==> config.mk <==
export PLATFORM = sky130hd
export DESIGN_NAME = emac_tx_ctrl
export DESIGN_NICKNAME = d
export VERILOG_FILES = /design/src/rtl/emac_tx_ctrl.sv
export SDC_FILE = /design/constraint.sdc
export NUM_CORES = 1
export LEC_CHECK = 0
export ABC_AREA = 1
export ABC_CLOCK_PERIOD_IN_PS = 3600
export CORE_MARGIN = 3
export CORE_UTILIZATION = 32
export CTS_CLUSTER_DIAMETER = 30
export DETAILED_ROUTE_END_ITERATION = 10
export GPL_ROUTABILITY_DRIVEN = 0
export SYNTH_ARGS = -nofsm -noshare
export SYNTH_HDL_FRONTEND = slang
export SYNTH_SLANG_ARGS = --single-unit
==> constraint.sdc <==
create_clock -name CLK -period 3.6 [get_ports CLK]
set_input_delay 0.72 -clock CLK [delete_from_list [all_inputs] [get_ports CLK]]
set_output_delay 0.72 -clock CLK [all_outputs]
set_load 0.1 [all_outputs]
==> src/rtl/emac_tx_ctrl.sv <==
// ---------------------------------------------------------------------------
// emac_tx_ctrl
//   Moves byte-wide frames from the TX frame buffer stream onto the EMAC TX
//   client port. Handles the first-byte/ACK handshake, flags underrun on
//   source starvation, and aborts and drains a frame on collision. It also
//   holds the IFG delay register and four saturating event counters.
//
// Ports
//   CLK, RESET          clock, asynchronous active-low reset
//   ENABLE              permit start of new frames
//   IN_*                source stream (data, SOF, EOF, valid) / IN_DST_RDY consume
//   EMAC_DATA/DVLD      byte and valid to EMAC
//   EMAC_ACK            EMAC accepted first byte
//   EMAC_FIRSTBYTE      first byte pending ACK
//   EMAC_UNDERRUN       one-cycle abort on starvation
//   EMAC_COLLISION      collision abort, EMAC_RETRANSMIT qualifies it
//   EMAC_IFGDELAY       IFG delay register, loaded from CFG_IFG on CFG_IFG_WE
//   CNT_CLR             synchronous clear of all counters
//   CNT_*               frames / underruns / collisions / retransmits
//
// state    | meaning
// ---------+-------------------------------------------------------------
// IDLE     | between frames; drops stray non-SOF bytes
// WAIT_ACK | first byte presented with FIRSTBYTE, held until EMAC_ACK
// SEND     | streaming bytes, one per cycle
// DRAIN    | frame aborted; discard source bytes up to and incl. EOF
// ---------------------------------------------------------------------------
module emac_tx_ctrl #(
    parameter int         CNT_WIDTH   = 32,
    parameter logic [7:0] IFG_DEFAULT = 8'd0
) (
    input  logic                 CLK,
    input  logic                 RESET,
    input  logic                 ENABLE,
    input  logic [7:0]           IN_DATA,
    input  logic                 IN_SOF,
    input  logic                 IN_EOF,
    input  logic                 IN_SRC_RDY,
    output logic                 IN_DST_RDY,
    output logic [7:0]           EMAC_DATA,
    output logic                 EMAC_DVLD,
    input  logic                 EMAC_ACK,
    output logic                 EMAC_FIRSTBYTE,
    output logic                 EMAC_UNDERRUN,
    input  logic                 EMAC_COLLISION,
    input  logic                 EMAC_RETRANSMIT,
    output logic [7:0]           EMAC_IFGDELAY,
    input  logic [7:0]           CFG_IFG,
    input  logic                 CFG_IFG_WE,
    input  logic                 CNT_CLR,
    output logic [CNT_WIDTH-1:0] CNT_FRAMES,
    output logic [CNT_WIDTH-1:0] CNT_UNDERRUN,
    output logic [CNT_WIDTH-1:0] CNT_COLLISION,
    output logic [CNT_WIDTH-1:0] CNT_RETRANSMIT
);

    typedef enum logic [1:0] {
        IDLE     = 2'd0,
        WAIT_ACK = 2'd1,
        SEND     = 2'd2,
        DRAIN    = 2'd3
    } state_e;

    localparam int CI_FRM = 0;
    localparam int CI_UND = 1;
    localparam int CI_COL = 2;
    localparam int CI_RTX = 3;

    state_e               state_q, state_d;
    logic [7:0]           ifg_q;
    logic [CNT_WIDTH-1:0] cnt_q [4];

    logic       dst_rdy, dvld, firstbyte, underrun;
    logic [3:0] inc;

    always_ff @(posedge CLK or negedge RESET) begin
        if (!RESET) begin
            state_q <= IDLE;
        end else begin
            state_q <= state_d;
        end
    end

    always_comb begin
        state_d   = state_q;
        dst_rdy   = 1'b0;
        dvld      = 1'b0;
        firstbyte = 1'b0;
        underrun  = 1'b0;
        inc       = '0;
        case (state_q)
            IDLE: begin
                dst_rdy = IN_SRC_RDY & ~IN_SOF;
                if (ENABLE && IN_SRC_RDY && IN_SOF) begin
                    state_d = WAIT_ACK;
                end
            end
            WAIT_ACK, SEND: begin
                if (EMAC_COLLISION) begin
                    // Collision beats ACK, data and underrun; the byte on the
                    // bus is swallowed so the drain starts at the next one.
                    dst_rdy     = IN_SRC_RDY;
                    inc[CI_COL] = 1'b1;
                    inc[CI_RTX] = EMAC_RETRANSMIT;
                    state_d     = (IN_SRC_RDY && IN_EOF) ? IDLE : DRAIN;
                end else if (state_q == WAIT_ACK) begin
                    dvld      = 1'b1;
                    firstbyte = 1'b1;
                    dst_rdy   = EMAC_ACK;
                    if (EMAC_ACK) begin
                        if (IN_EOF) begin
                            inc[CI_FRM] = 1'b1;
                            state_d     = IDLE;
                        end else begin
                            state_d = SEND;
                        end
                    end
                end else begin
                    dst_rdy = 1'b1;
                    if (IN_SRC_RDY) begin
                        dvld = 1'b1;
                        if (IN_EOF) begin
                            inc[CI_FRM] = 1'b1;
                            state_d     = IDLE;
                        end
                    end else begin
                        underrun    = 1'b1;
                        inc[CI_UND] = 1'b1;
                        state_d     = DRAIN;
                    end
                end
            end
            DRAIN: begin
                dst_rdy = 1'b1;
                if (IN_SRC_RDY && IN_EOF) begin
                    state_d = IDLE;
                end
            end
            default: state_d = IDLE;
        endcase
    end

    always_ff @(posedge CLK or negedge RESET) begin
        if (!RESET) begin
            ifg_q <= IFG_DEFAULT;
        end else if (CFG_IFG_WE) begin
            ifg_q <= CFG_IFG;
        end
    end

    always_ff @(posedge CLK or negedge RESET) begin
        if (!RESET) begin
            for (int i = 0; i < 4; i++) begin
                cnt_q[i] <= '0;
            end
        end else begin
            for (int i = 0; i < 4; i++) begin
                if (CNT_CLR) begin
                    cnt_q[i] <= '0;
                end else if (inc[i] && (cnt_q[i] != '1)) begin
                    cnt_q[i] <= cnt_q[i] + CNT_WIDTH'(1);
                end
            end
        end
    end

    // Outputs are combinational from state; gating with RESET makes them
    // take their reset values the moment reset asserts, not at the next edge.
    assign IN_DST_RDY     = RESET & dst_rdy;
    assign EMAC_DVLD      = RESET & dvld;
    assign EMAC_FIRSTBYTE = RESET & firstbyte;
    assign EMAC_UNDERRUN  = RESET & underrun;
    assign EMAC_DATA      = RESET ? IN_DATA : 8'h00;
    assign EMAC_IFGDELAY  = ifg_q;

    assign CNT_FRAMES     = cnt_q[CI_FRM];
    assign CNT_UNDERRUN   = cnt_q[CI_UND];
    assign CNT_COLLISION  = cnt_q[CI_COL];
    assign CNT_RETRANSMIT = cnt_q[CI_RTX];

endmodule

==> impl_metrics.py <==
metrics = {
    "global_routing": {
        "antenna_found_initial": 0,
        "grt_max_degree": 65,
        "grt_pass1_wl_um": 47000,
        "grt_pass1_vias": 9246,
        "grt_util_all_layers_pct": 18.3,
        "grt_overflow": 0,
    },
    "timing": {
        "finalSetupViolations": 0,
        "maxSlewViolCount": 0,
        "holdWs_ns": 0.144,
        "rsz0062_at_grt": "no",
        "finalCritPeriodShare_pct": 83.1,
        "finalHoldViolations": 0,
        "finClkSkew_ns": 0.0172,
        "setup_tns_ns": 0,
        "finalWorstSetupSlack_ns": 0.607,
        "fmax_mhz": 334,
        "fin_crit_ns": 2.99,
        "slew_headroom_pct": 33.4,
        "worst_pin_slew_ns": 0.995,
    },
    "pwr": {
        "combPwrFrac_pct": 21.9,
        "clockPowerShare_pct": 40.0,
        "peakVddDrop_mv": 0.306,
        "internal-power_mw": 2.72,
        "p_leak_nw": 5.27,
        "net-switching-power_mw": 1.51,
        "swShare_pct": 35.7,
        "pwr-share-seq_pct": 38.1,
        "power.density_nw_per_um2": 355,
    },
    "yosys": {
        "synthFlopType": "dfrtp_1",
        "syn_area_per_cell_um2": 6.50,
        "synth.cell_area_um2": 9350,
        "synth_commonest_cells": "551 x nand2_1, 247 x nor2_1, 138 x dfrtp_1, 135 x inv_1, 106 x nand3_1",
        "synth.most_common_cell": "nand2_1",
        "ys_seq_area_share_pct": 36.9,
        "ys_seq_elements": 138,
        "synth-edff-count": 0,
        "syn_inst": 1439,
        "synth_area_leaders": "dfrtp_1 37%, nand2_1 22%, nor2_1 9.9%",
        "synth_nets": 1475,
        "synth.distinct_cells": 44,
        "yosysTopAreaCellShare_pct": 36.9,
        "synth_top_area_cell": "dfrtp_1",
        "synth-warning-count": 0,
        "async_flop_share_pct": 100,
    },
    "critical_path": {
        "critPathArrivalTime_ns": 2.27,
        "cp_top_family": "buffers and inverters",
        "critical_path.max_stage_delay_ns": 0.49,
        "end_kind": "output port",
        "start_kind": "input port",
        "critical_path_buf_inv_count": 4,
        "cp_max_fo": 8,
        "critPathSlowestCell": "clkdlybuf4s50_1",
        "path_class": "in2out",
        "cp.required_ns": 2.88,
        "crit_chain": "clkdlybuf4s50_1 > inv_2 > nand2_1 > nor2_4 > inv_1 > nor2_1 > buf_12",
    },
    "cts": {
        "numCtsBuffers": 17,
        "cts_tree": "built",
        "clk_pin_slew_worst_paths_ns": 0.07,
        "cts.sinks": 138,
        "cts_resized": 0,
        "cts-root-buf": "clkbuf_16",
        "post_cts_buffers": 0,
        "cts_hold_buf": 0,
        "clock_latency_ns": 0.43,
        "cts_htree_levels": 4,
        "cts_buffer_depth": 2,
    },
    "floorplan": {
        "dieHeight_um": 177,
        "design.core.area_um2": 28300,
        "start_util_pct": 33.0,
        "rows": 61,
        "io_pins": 175,
        "die_area_um2": 31300,
        "die_w_um": 177,
    },
    "cells_and_area": {
        "nets": 1643,
        "antennaDiodeCount": 0,
        "area_growth_pct": 27.5,
        "layout-drive-gt1-share_pct": 8.95,
    },
    "detailed_routing": {
        "vias": 9691,
        "drc_errors": 0,
        "antenna_left": 0,
        "wl_per_cell_um": 14.2,
        "drt_first_iter_violations": 637,
        "firstDrtPassIters": 5,
        "avgViaCountPerCell": 4.85,
        "drt_wl_total_um": 28400,
    },
    "placement": {
        "dpl.hpwl_um": 20700,
        "io_buffer_count": 174,
        "place_ws_ns": 0.581,
    },
    "min_path": {
        "hp-class": "in2async",
    },
    "run_status": {
        "outcome": "finished, final reports clean",
    },
    "job": {
        "drv_cap": 0,
    },
}
[per-stage QoR]
step / cells / total power, mW / util (%) / cell area, µm²
global placement: 1966 / 2.57 / 40.1 / 11400
detailed placement: 1966 / 2.57 / 40.1 / 11400
CTS: 1998 / 4.30 / 42.1 / 11900
global route: 1998 / 4.44 / 42.1 / 11900
floorplan: 1439 / 2.31 / - / 9360
finish: 1998 / 4.24 / 42.1 / 11900
[cell usage in the layout (no fill, tap or decap), drive strengths merged]
| cell type | n |
|---|---|
| nor3 | 6 |
| clkdlybuf4s50 | 132 |
| buf | 48 |
| clkinvlp | 4 |
| nand2 | 570 |
| nor2 | 268 |
| inv | 143 |
| a31oi | 2 |
| clkinv | 6 |
| nand3 | 106 |
| xnor2 | 14 |
| dfrtp | 138 |
| clkbuf | 19 |
| ha | 9 |
| o21bai | 2 |
| and3 | 1 |
| o31ai | 1 |
| nand4 | 36 |
| o21ai | 46 |
| nand3b | 1 |
| or3 | 1 |
| nor3b | 5 |
| a221oi | 1 |
| or2 | 7 |
| xor2 | 23 |
| mux2 | 8 |
| and2 | 4 |
| o211ai | 1 |
| nor4 | 1 |
| a21oi | 16 |
| o21a | 1 |
[power by group through the flow]
stage / clock (mW) / combinational [mW] / sequential, mW
2_1_floorplan: 0 / 0.502 / 1.81
3_3_place_gp: 0 / 0.926 / 1.64
3_5_place_dp: 0 / 0.931 / 1.64
4_1_cts: 1.76 / 0.934 / 1.61
5_1_grt: 1.83 / 0.997 / 1.62
6_report: 1.69 / 0.929 / 1.61
[logic make-up after synthesis]
logic type | after synthesis | share of synthesized area [%]
mux | 8 | 0.964
buf+inv | 171 | 7.94
fa+ha+maj | 9 | 1.20
xor+xnor | 37 | 3.47
compound gates | 70 | 4.03
flops | 138 | 36.9
simple gates | 1006 | 45.4
[state kept, by name, indices dropped and copies added, names as in the netlist]
signal          count
state_q             2
CNT_UNDERRUN       32
CNT_FRAMES         32
EMAC_IFGDELAY       8
CNT_RETRANSMIT     32
CNT_COLLISION      32
[layer usage]
layer	vias to the layer above	wire, µm	track usage (%)	share of wire [%]
met1	4533	13400	25.3	47
met5	-	0	0	0
met2	294	13000	30.2	46
li1	4843	-	-	-
met3	21	1680	3.24	5.9
met4	0	332	3.93	1.2
[area by class of cell]
class,instances,area (µm²)
Clock buffer,19,443
Tap cell,378,473
Multi-Input combinational cell,1130,5170
Timing Repair Buffer,180,1740
Clock inverter,13,109
Inverter,140,537
Sequential cell,138,3450
Fill cell,3001,16400
[final timing paths]
path / from / to / slack, ns / depth (start not counted)
max in group asynchronous: RESET / CNT_FRAMES[5] / 2.34 / 2
min reg2reg: EMAC_IFGDELAY[4] / EMAC_IFGDELAY[4] / 0.51 / 1
max reg2reg: state_q[0] / CNT_RETRANSMIT[26] / 0.96 / 9
min in group CLK: EMAC_IFGDELAY[4] / EMAC_IFGDELAY[4] / 0.51 / 1
min: RESET / CNT_UNDERRUN[31] / 0.14 / 1
max: EMAC_COLLISION / EMAC_UNDERRUN / 0.61 / 7
No activity file was read; power rests on OpenSTA's default activity.
